--- src/rtl/tpic_chain_monitor.sv ---
// TPIC daisy-chain monitor: compares each frame's returned bits against
// the bits shifted out in the previous frame and keeps fault statistics.
module tpic_chain_monitor #(
    parameter int WIDTH = 432,
    parameter int CNT_W = 16,
    parameter int IDX_W = 9
) (
    input  logic             clk,
    input  logic             reset,
    input  logic             byps,
    input  logic             sclk,
    input  logic             rck,
    input  logic             sout,
    input  logic             miso,
    input  logic             clear,
    output logic             frame_done,
    output logic             chain_ok,
    output logic             chain_fault,
    output logic             len_err,
    output logic [IDX_W-1:0] first_err_idx,
    output logic [CNT_W-1:0] err_count,
    output logic [CNT_W-1:0] frame_count
);

    localparam int BC_W = IDX_W + 1;
    localparam logic [BC_W-1:0] BC_FULL = BC_W'(WIDTH);
    localparam logic [BC_W-1:0] BC_OVF  = BC_W'(WIDTH + 1);

    typedef enum logic [1:0] {IDLE, SHIFT, EVAL} state_t;

    state_t           state;
    logic [1:0]       sclk_s, rck_s, sout_s, miso_s;
    logic             sclk_d, rck_d;
    logic [WIDTH-1:0] prev_tx, cur_tx, cmp_sr;
    logic [BC_W-1:0]  bit_cnt;
    logic [IDX_W-1:0] err_idx_tmp;
    logic             hist_valid, mism;

    logic sclk_edge, rck_edge, sout_b, miso_b;
    logic miss_first, miss_next;

    assign sclk_edge = sclk_s[1] & ~sclk_d;
    assign rck_edge  = rck_s[1] & ~rck_d;
    assign sout_b    = sout_s[1];
    assign miso_b    = miso_s[1];

    // cmp_sr walks prev_tx MSB-first so no variable bit index is needed
    assign miss_first = hist_valid & (miso_b != prev_tx[WIDTH-1]);
    assign miss_next  = hist_valid & (bit_cnt < BC_FULL)
                      & (miso_b != cmp_sr[WIDTH-1]);

    function automatic logic [CNT_W-1:0] sat_inc(input logic [CNT_W-1:0] v);
        return (&v) ? v : v + 1'b1;
    endfunction

    always_ff @(posedge clk) begin
        if (reset) begin
            sclk_s <= '0;
            rck_s  <= '0;
            sout_s <= '0;
            miso_s <= '0;
            sclk_d <= 1'b0;
            rck_d  <= 1'b0;
        end else begin
            sclk_s <= {sclk_s[0], sclk};
            rck_s  <= {rck_s[0], rck};
            sout_s <= {sout_s[0], sout};
            miso_s <= {miso_s[0], miso};
            sclk_d <= sclk_s[1];
            rck_d  <= rck_s[1];
        end
    end

    always_ff @(posedge clk) begin
        if (reset) begin
            state         <= IDLE;
            prev_tx       <= '0;
            cur_tx        <= '0;
            cmp_sr        <= '0;
            bit_cnt       <= '0;
            err_idx_tmp   <= '0;
            hist_valid    <= 1'b0;
            mism          <= 1'b0;
            frame_done    <= 1'b0;
            chain_ok      <= 1'b0;
            chain_fault   <= 1'b0;
            len_err       <= 1'b0;
            first_err_idx <= '0;
            err_count     <= '0;
            frame_count   <= '0;
        end else begin
            frame_done <= 1'b0;
            if (clear) begin
                chain_fault <= 1'b0;
                len_err     <= 1'b0;
                err_count   <= '0;
                frame_count <= '0;
            end
            case (state)
                IDLE: begin
                    if (byps) begin
                        hist_valid <= 1'b0;
                    end else if (sclk_edge) begin
                        state       <= rck_edge ? EVAL : SHIFT;
                        bit_cnt     <= BC_W'(1);
                        cur_tx      <= {cur_tx[WIDTH-2:0], sout_b};
                        cmp_sr      <= prev_tx << 1;
                        mism        <= miss_first;
                        err_idx_tmp <= '0;
                    end
                end
                SHIFT: begin
                    if (byps) begin
                        state      <= IDLE;
                        hist_valid <= 1'b0;
                    end else begin
                        if (sclk_edge) begin
                            cur_tx <= {cur_tx[WIDTH-2:0], sout_b};
                            cmp_sr <= cmp_sr << 1;
                            if (bit_cnt != BC_OVF)
                                bit_cnt <= bit_cnt + 1'b1;
                            if (miss_next) begin
                                mism <= 1'b1;
                                if (!mism)
                                    err_idx_tmp <= bit_cnt[IDX_W-1:0];
                            end
                        end
                        if (rck_edge)
                            state <= EVAL;
                    end
                end
                EVAL: begin
                    state       <= IDLE;
                    frame_done  <= 1'b1;
                    frame_count <= sat_inc(frame_count);
                    if (bit_cnt != BC_FULL) begin
                        len_err    <= 1'b1;
                        chain_ok   <= 1'b0;
                        hist_valid <= 1'b0;
                    end else begin
                        prev_tx    <= cur_tx;
                        hist_valid <= 1'b1;
                        if (hist_valid && mism) begin
                            chain_fault   <= 1'b1;
                            chain_ok      <= 1'b0;
                            first_err_idx <= err_idx_tmp;
                            err_count     <= sat_inc(err_count);
                        end else if (hist_valid) begin
                            chain_ok <= 1'b1;
                        end
                    end
                end
                default: state <= IDLE;
            endcase
        end
    end

endmodule

--- config.mk ---
export PLATFORM = sky130hd
export DESIGN_NAME = tpic_chain_monitor
export DESIGN_NICKNAME = d
export VERILOG_FILES = /design/src/rtl/tpic_chain_monitor.sv
export SDC_FILE = /design/constraint.sdc
export NUM_CORES = 2
export LEC_CHECK = 0
export ABC_AREA = 1
export BUFFER_PORTS_ARGS = -buffer_cell sky130_fd_sc_hd__buf_2
export CORE_MARGIN = 3
export CORE_UTILIZATION = 44
export DETAILED_ROUTE_END_ITERATION = 16
export PLACE_DENSITY = 0.71
export SKIP_LAST_GASP = 1
export SLEW_MARGIN = 20
export SYNTH_ARGS = -nofsm -noshare
export SYNTH_HDL_FRONTEND = slang
export SYNTH_SLANG_ARGS = --single-unit
--- constraint.sdc ---
create_clock -name clk -period 1.67 [get_ports clk]
set_clock_uncertainty 0.05 [all_clocks]
set_input_delay 0.2505 -clock clk [delete_from_list [all_inputs] [get_ports clk]]
set_output_delay 0.2505 -clock clk [all_outputs]
set_load 0.03 [all_outputs]
# Word level (Yosys, flattened, before mapping)
# Cells that the tools add are included.
op_classes:
  add_sub_neg: 3
  magnitude_cmp: 1
  eq_ne: 17
  n_mux: 52
  bitwise_logic: 9
  n_reduce_logical: 20
op_table:
  columns: ["operator", "n"]
  rows:
  - ["two-way mux 432 bit", 4]
  - ["one-hot mux 432 bit (2 select lines)", 1]
  - ["two-way mux 16 bit", 8]
  - ["two-way mux 9 bit", 6]
  - ["two-way mux 10 bit", 5]
  - ["adder 16 x 1 -> 16 bit (second input constant)", 2]
  - ["AND reduction 16 bit", 2]
  - ["!= test 10 x 9 -> 1 bit (second input constant)", 2]
  - ["one-hot mux 10 bit (2 select lines)", 1]
  - ["two-way mux 1 bit", 18]
  - ["one-hot mux 9 bit (2 select lines)", 1]
  - ["!= test 2 bit (second input constant)", 8]
  - ["AND reduction 6 bit", 2]
  - ["adder 10 x 1 -> 10 bit (second input constant)", 1]
  - ["< comparator 10 x 9 -> 1 bit (second input constant)", 1]
  - ["two-way mux 2 bit", 5]
  - ["AND reduction 3 bit", 3]
  - ["AND reduction 2 bit", 4]
  - ["AND reduction 7 bit", 1]
  - ["nonzero test 2 bit", 3]
  - ["AND 1 bit", 5]
  - ["AND reduction 5 bit", 1]
  - ["!= test 4 bit (second input constant)", 1]
  - ["NOT 1 bit", 4]
  - ["11 further kinds", 13]
word_totals:
  regBits: 1374
  input_bits: 8
  output_inout_bits: 45
  word_cells: 123

# Logic depth before layout (Yosys ltp)
depth:
  ltp_word: 7
  mapped_depth: 13
  mapped_depth_nobuf: 13

# Worst setup path after synthesis
# No wires, ideal clock.
synth_path:
  path_kind: "register to register"
  start: "reg err_count[0]"
  end: "reg err_count[10]"
  setup_time_ns: 0.116
  t_arrival_ns: 1.774
  t_required_ns: 1.504
  setup_slack_ns: -0.270
  stages_incl_launch_ff: 10
  n_path_buf: 1
  period_less_slack_ns: 1.940
  path_cell_list: "dfxtp_1 -> ha_1 -> nand2_1 -> nor3_2 -> nand3_1 -> nor2_1 -> nand3_1 -> clkbuf_1 -> a21oi_1 -> nor2_1"
synth_between:
  elab_chain_cells: 5
  word_cells_on_any_way: 7
  classes_between: "1 x add/sub; 1 x eq/ne; 4 x mux; 1 x reduce/logical"
synth_rtl:
  columns: ["item", "line", "text"]
  rows:
  - ["start, declared", "21", "output logic [CNT_W-1:0] err_count,"]
  - ["start signal, assigned", "147", "err_count <= sat_inc(err_count);"]
  - ["adder 16 x 1 -> 16 bit", "53", "return (&v) ? v : v + 1'b1;"]
  - ["two-way mux 16 bit", "53", null]
  - ["two-way mux 16 bit", "143", "if (hist_valid && mism) begin"]
  - ["two-way mux 16 bit", "136", "if (bit_cnt != BC_FULL) begin"]
  - ["two-way mux 16 bit", "99", "case (state)"]
# Several ways; a longest one is shown, not always the timed one. The select of a mux whose other input is x is not followed.
# A chain may end at the register's enable or synchronous reset.

# Worst setup path in the final report
layout_path:
  start: "reg bit_cnt[1]"
  end: "reg prev_tx[375]"
layout_between:
  elab_chain_cells: 3
layout_rtl:
  columns: ["item", "line", "text"]
  rows:
  - ["start, declared", "35", "logic [BC_W-1:0] bit_cnt;"]
  - ["start signal, assigned", "121", "bit_cnt <= bit_cnt + 1'b1;"]
  - ["!= test 10 x 9 -> 1 bit", "136", null]
  - ["NOT 1 bit (no source line)", null, null]
  - ["AND reduction 2 bit (no source line)", null, null]
  - ["end signal, assigned", "141", "prev_tx <= cur_tx;"]
  - ["end, declared", "34", "logic [WIDTH-1:0] prev_tx, cur_tx, cmp_sr;"]
# Every way passes these cells.

==> key figures <==
Status
  – Run status: finished with violations
  – Violated checks: setup timing

Global routing
  – Number of global-route vias before repair: 41,740
  – Largest net degree at the start of global routing: about 130
  – Overall overflow remaining after global route: 0
  – First-pass GRT wire length: between 200,000 and 250,000 um
  – Gr usage total: 0.1963
  – Initial antenna violation count: 0

Place
  – Port bufs: 52
  – Area post-placement: about 55,000 sq um
  – Dpl cells: roughly 8,000
  – Last weighted congestion value of the routability-driven placer: between 0.7 and 0.8
  – Worst setup slack before clock tree synthesis: -0.2730 ns
  – HPWL after DPL: 68,220 um

STA
  – Achievable frequency: between 500 and 600 MHz
  – Final setup violation count: approximately 900
  – Final setup slack of the worst path: -0.2650 ns
  – Measured slew at the worst slew-check pin: 0.8706 ns
  – Relative slew slack: 0.4196
  – Count of pins over their slew limit: 0
  – Crit share post-route: 1.159
  – Setup repair after global routing missed its margin: yes
  – Final Hold Vio Count: 0
  – Shortest clock period the worst path allows after layout: a little under 2 ns

Detailed routing
  – Via count: 45,250
  – Detailed-routing iteration count for the pre-antenna-repair pass: 8
  – Average wire per standard cell: ~16 um
  – Number of DRC violations after detailed-routing iteration 0: 3,690
  – Number of DRC violations after detailed routing: 0
  – Count of antenna-violating nets left after detailed routing: 0
  – Overall routed net length: approximately 130,000 um
  – Drt via density: approximately 5.4

Synth
  – Adder and majority cell fraction of the synthesized area: 0.001223
  – Number of synthesized register bits: between 1,000 and 1,500
  – XOR/XNOR share of the synthesized area: 0.001027
  – Cell count after synthesis: 6,747
  – Simple-gate share of the synthesized area: 0.2177
  – Mean cell area of the mapped netlist: 7.582 sq um
  – Number of enable flip-flop cells after synthesis: 0
  – Post-synthesis mux area share: 0
  – Post-synthesis cell area: roughly 50,000 sq um
  – Most used DFF post-synth: dfxtp_1
  – Share of flip-flops with an asynchronous set or reset after synthesis: 0
  – Combinational family with the most area after synthesis: simple AND/OR/NAND/NOR gates
  – Synth warn: 0
  – Number of nets in the synthesized netlist: 6,760
  – Count of different cell masters after synthesis: 32
  – Sequential area share after synthesis: 0.5373
  – Synth Area in Compound Gates: 0.1892

Worst setup path
  – Arrival time at the worst endpoint: between 2 and 3 ns
  – Kind of launch point of the worst setup path: flop
  – Slack of the worst reg-to-reg path: -0.26 ns
  – Startpoint-to-endpoint class of the critical path: reg2reg
  – Crit path max fanout: 8
  – Required time at the worst-slack endpoint: 2.26 ns
  – CP Launch Point: bit_cnt[1]$_SDFFE_PP0P_
  – Worst reg2reg endpoint: prev_tx[375]$_SDFFE_PP0P_
  – Number of cells traversed by the worst register-to-register path: 13
  – Startpoint of the most critical register-to-register path: bit_cnt[1]$_SDFFE_PP0P_
  – Critical path endpoint: prev_tx[375]$_SDFFE_PP0P_
  – Worst setup EP type: flop

Flow run
  – Max-Cap Viols: 0

Clock network
  – Number of H-tree levels: 4
  – Number of buffers on the longest clock path: 3
  – Clock root buffer master: clkbuf_16
  – TritonCTS clock tree: built
  – Clock input transition at the sequential cells of the worst setup and hold paths: 0.06 ns
  – Number of clock sinks: roughly 1,400
  – Clock latency on the worst-skew pair: about 0.73 ns
  – TritonCTS Buffers: 140

Finish
  – Area growth from synthesis to final layout: 23.05%
  – Net count of the finished layout: approximately 7,000
  – Combined flip-flop and latch cell area: about 28,000 sq um
  – Top library cells by usage in the layout, fill and taps aside: 1,784 x nand2_1, 1,358 x dfxtp_1, 971 x nor2_1
  – Number of fill cells: between 10,000 and 15,000
  – Most common cell after layout, fill and taps aside: nand2_1
  – Area of combinational cells with multiple inputs: about 22,000 sq um
  – Final std cells w/o fill: roughly 8,400
  – Final Instance Area: 62,950 sq um
  – Layout cell share with drive strength beyond 1: 0.1338

Die
  – Core footprint: between 100,000 and 150,000 sq um
  – Starting utilization of the core area: 0.4456
  – Io pins: 53
  – Die height: ~350 um
  – Total die area: about 120,000 sq um
  – Row Count: ~120
  – DIE WIDTH: ~350 um

Worst hold path
  – Worst min-delay path category: in2reg

Power and ir drop
  – Power density cells: approximately 1100 nW/um^2
  – Peak supply drop: 0.8968 mV
  – Leakage power figure: approximately 22 nW
## cell families after synthesis
family                   count (synthesis)
AND/OR/NAND/NOR                       2929
AO/OA/AOI/OAI                         1822
flip-flops                            1373
buffers and inverters                  612
XOR/XNOR                                 6
adder cells (fa/ha/maj)                  5
## registers in the layout, summed over array words and instances, names as in the netlist
register	cells
cur_tx	432
prev_tx	432
cmp_sr	431
err_count	16
frame_count	16
bit_cnt	10
err_idx_tmp	9
first_err_idx	9
miso_s	2
rck_s	2
sclk_s	2
sout_s	2
state	2
chain_fault	1
chain_ok	1
frame_done	1
hist_valid	1
len_err	1
mism	1
rck_d	1
sclk_d	1
## cell usage after synthesis (3+ instances only)
| library cell | count | area share |
|---|---|---|
| buf_6 | 42 | 0.0092 |
| nand4_1 | 11 | 0.0013 |
| dfxtp_1 | 1373 | 0.54 |
| nor3_1 | 7 | 0.00068 |
| buf_1 | 31 | 0.0023 |
| nand3_1 | 51 | 0.0050 |
| a21oi_1 | 484 | 0.047 |
| xor2_1 | 4 | 0.00068 |
| buf_2 | 101 | 0.0099 |
| ha_1 | 5 | 0.0012 |
| clkbuf_1 | 369 | 0.027 |
| nand2_1 | 1870 | 0.14 |
| inv_1 | 60 | 0.0044 |
| inv_2 | 8 | 0.00059 |
| nor2_2 | 3 | 0.00037 |
| o21ai_0 | 898 | 0.088 |
| nor2_1 | 978 | 0.072 |
| a31oi_1 | 430 | 0.053 |
| nand3b_1 | 4 | 0.00059 |
## through the flow
stage	utilization	TNS [ns]	hold slack, ns	total power, mW
after floorplan	-	0	0.3075	36.21
after global routing	0.5482	-171.33	0.1422	70.06
after global placement	0.4749	-110.41	0.3554	37.07
after detailed placement	0.4749	-144.17	0.3660	37.15
after CTS	0.5237	-110.56	0.03841	68.03
final	0.5483	-83.15	0.1265	67.72
## worst min-delay path by stage
stage | from | end | slack [ns] | cells past startpoint
final | byps | hist_valid$_SDFFE_PP0P_ | 0.13 | 5
after global routing | byps | state[0]$_SDFFE_PP0P_ | 0.14 | 5
after CTS | byps | hist_valid$_SDFFE_PP0P_ | 0.04 | 5
after detailed placement | rck_d$_SDFF_PP0_ | state[1]$_SDFFE_PP0P_ | 0.37 | 1
after global placement | rck_d$_SDFF_PP0_ | state[1]$_SDFFE_PP0P_ | 0.36 | 1
after floorplan | miso | miso_s[0]$_SDFF_PP0_ | 0.31 | 2
## what timing repair did
action	in CTS	in global routing
cloned	18	57
endpoints found under the hold margin	56	0
setup endpoints to repair	1307	1394
pin swaps	7	76
hold buffers	8	0
buffers inserted	21	44
gates resized for setup	73	320
## report_power, final
| group | switching [mW] | internal (mW) |
|---|---|---|
| clock | 12.8 | 18.1 |
| sequential | 0.454 | 33.5 |
| combinational | 1.75 | 1.06 |
| total | 15.0 | 52.7 |
## routing by layer
metal / wire [um] / part of all wire / GRT usage / up-vias
met1: 59840 / 0.45 / 0.2596 / 21400
met3: 7460 / 0.056 / 0.03068 / 208
met2: 62990 / 0.47 / 0.3347 / 1180
li1: - / - / - / 22470
met5: 0 / 0 / 0 / -
met4: 2652 / 0.020 / 0.05084 / 0
## final cells by class
type / instances / share of cell area
Sequential cell: 1373 / 0.4371
Multi-Input combinational cell: 4763 / 0.3497
Timing Repair Buffer: 484 / 0.1055
Clock buffer: 202 / 0.06403
Tap cell: 1512 / 0.03005
Clock inverter: 41 / 0.007732
Inverter: 68 / 0.005009
Timing Repair inverter: 4 / 0.0007553
Antenna cell: 1 / 0.00003976
## worst max-delay path: stages, from the launching register on
cell	delay, ns
dfxtp_2	0.32
inv_2	0.07
ha_4	0.13
inv_2	0.04
nor2_4	0.15
nand2_2	0.10
nor2_4	0.14
buf_12	0.14
buf_16	0.17
buf_8	0.14
buf_12	0.10
buf_16	0.12
nand2_1	0.06
a21oi_1	0.12
Power figures use the tool's default switching activity.
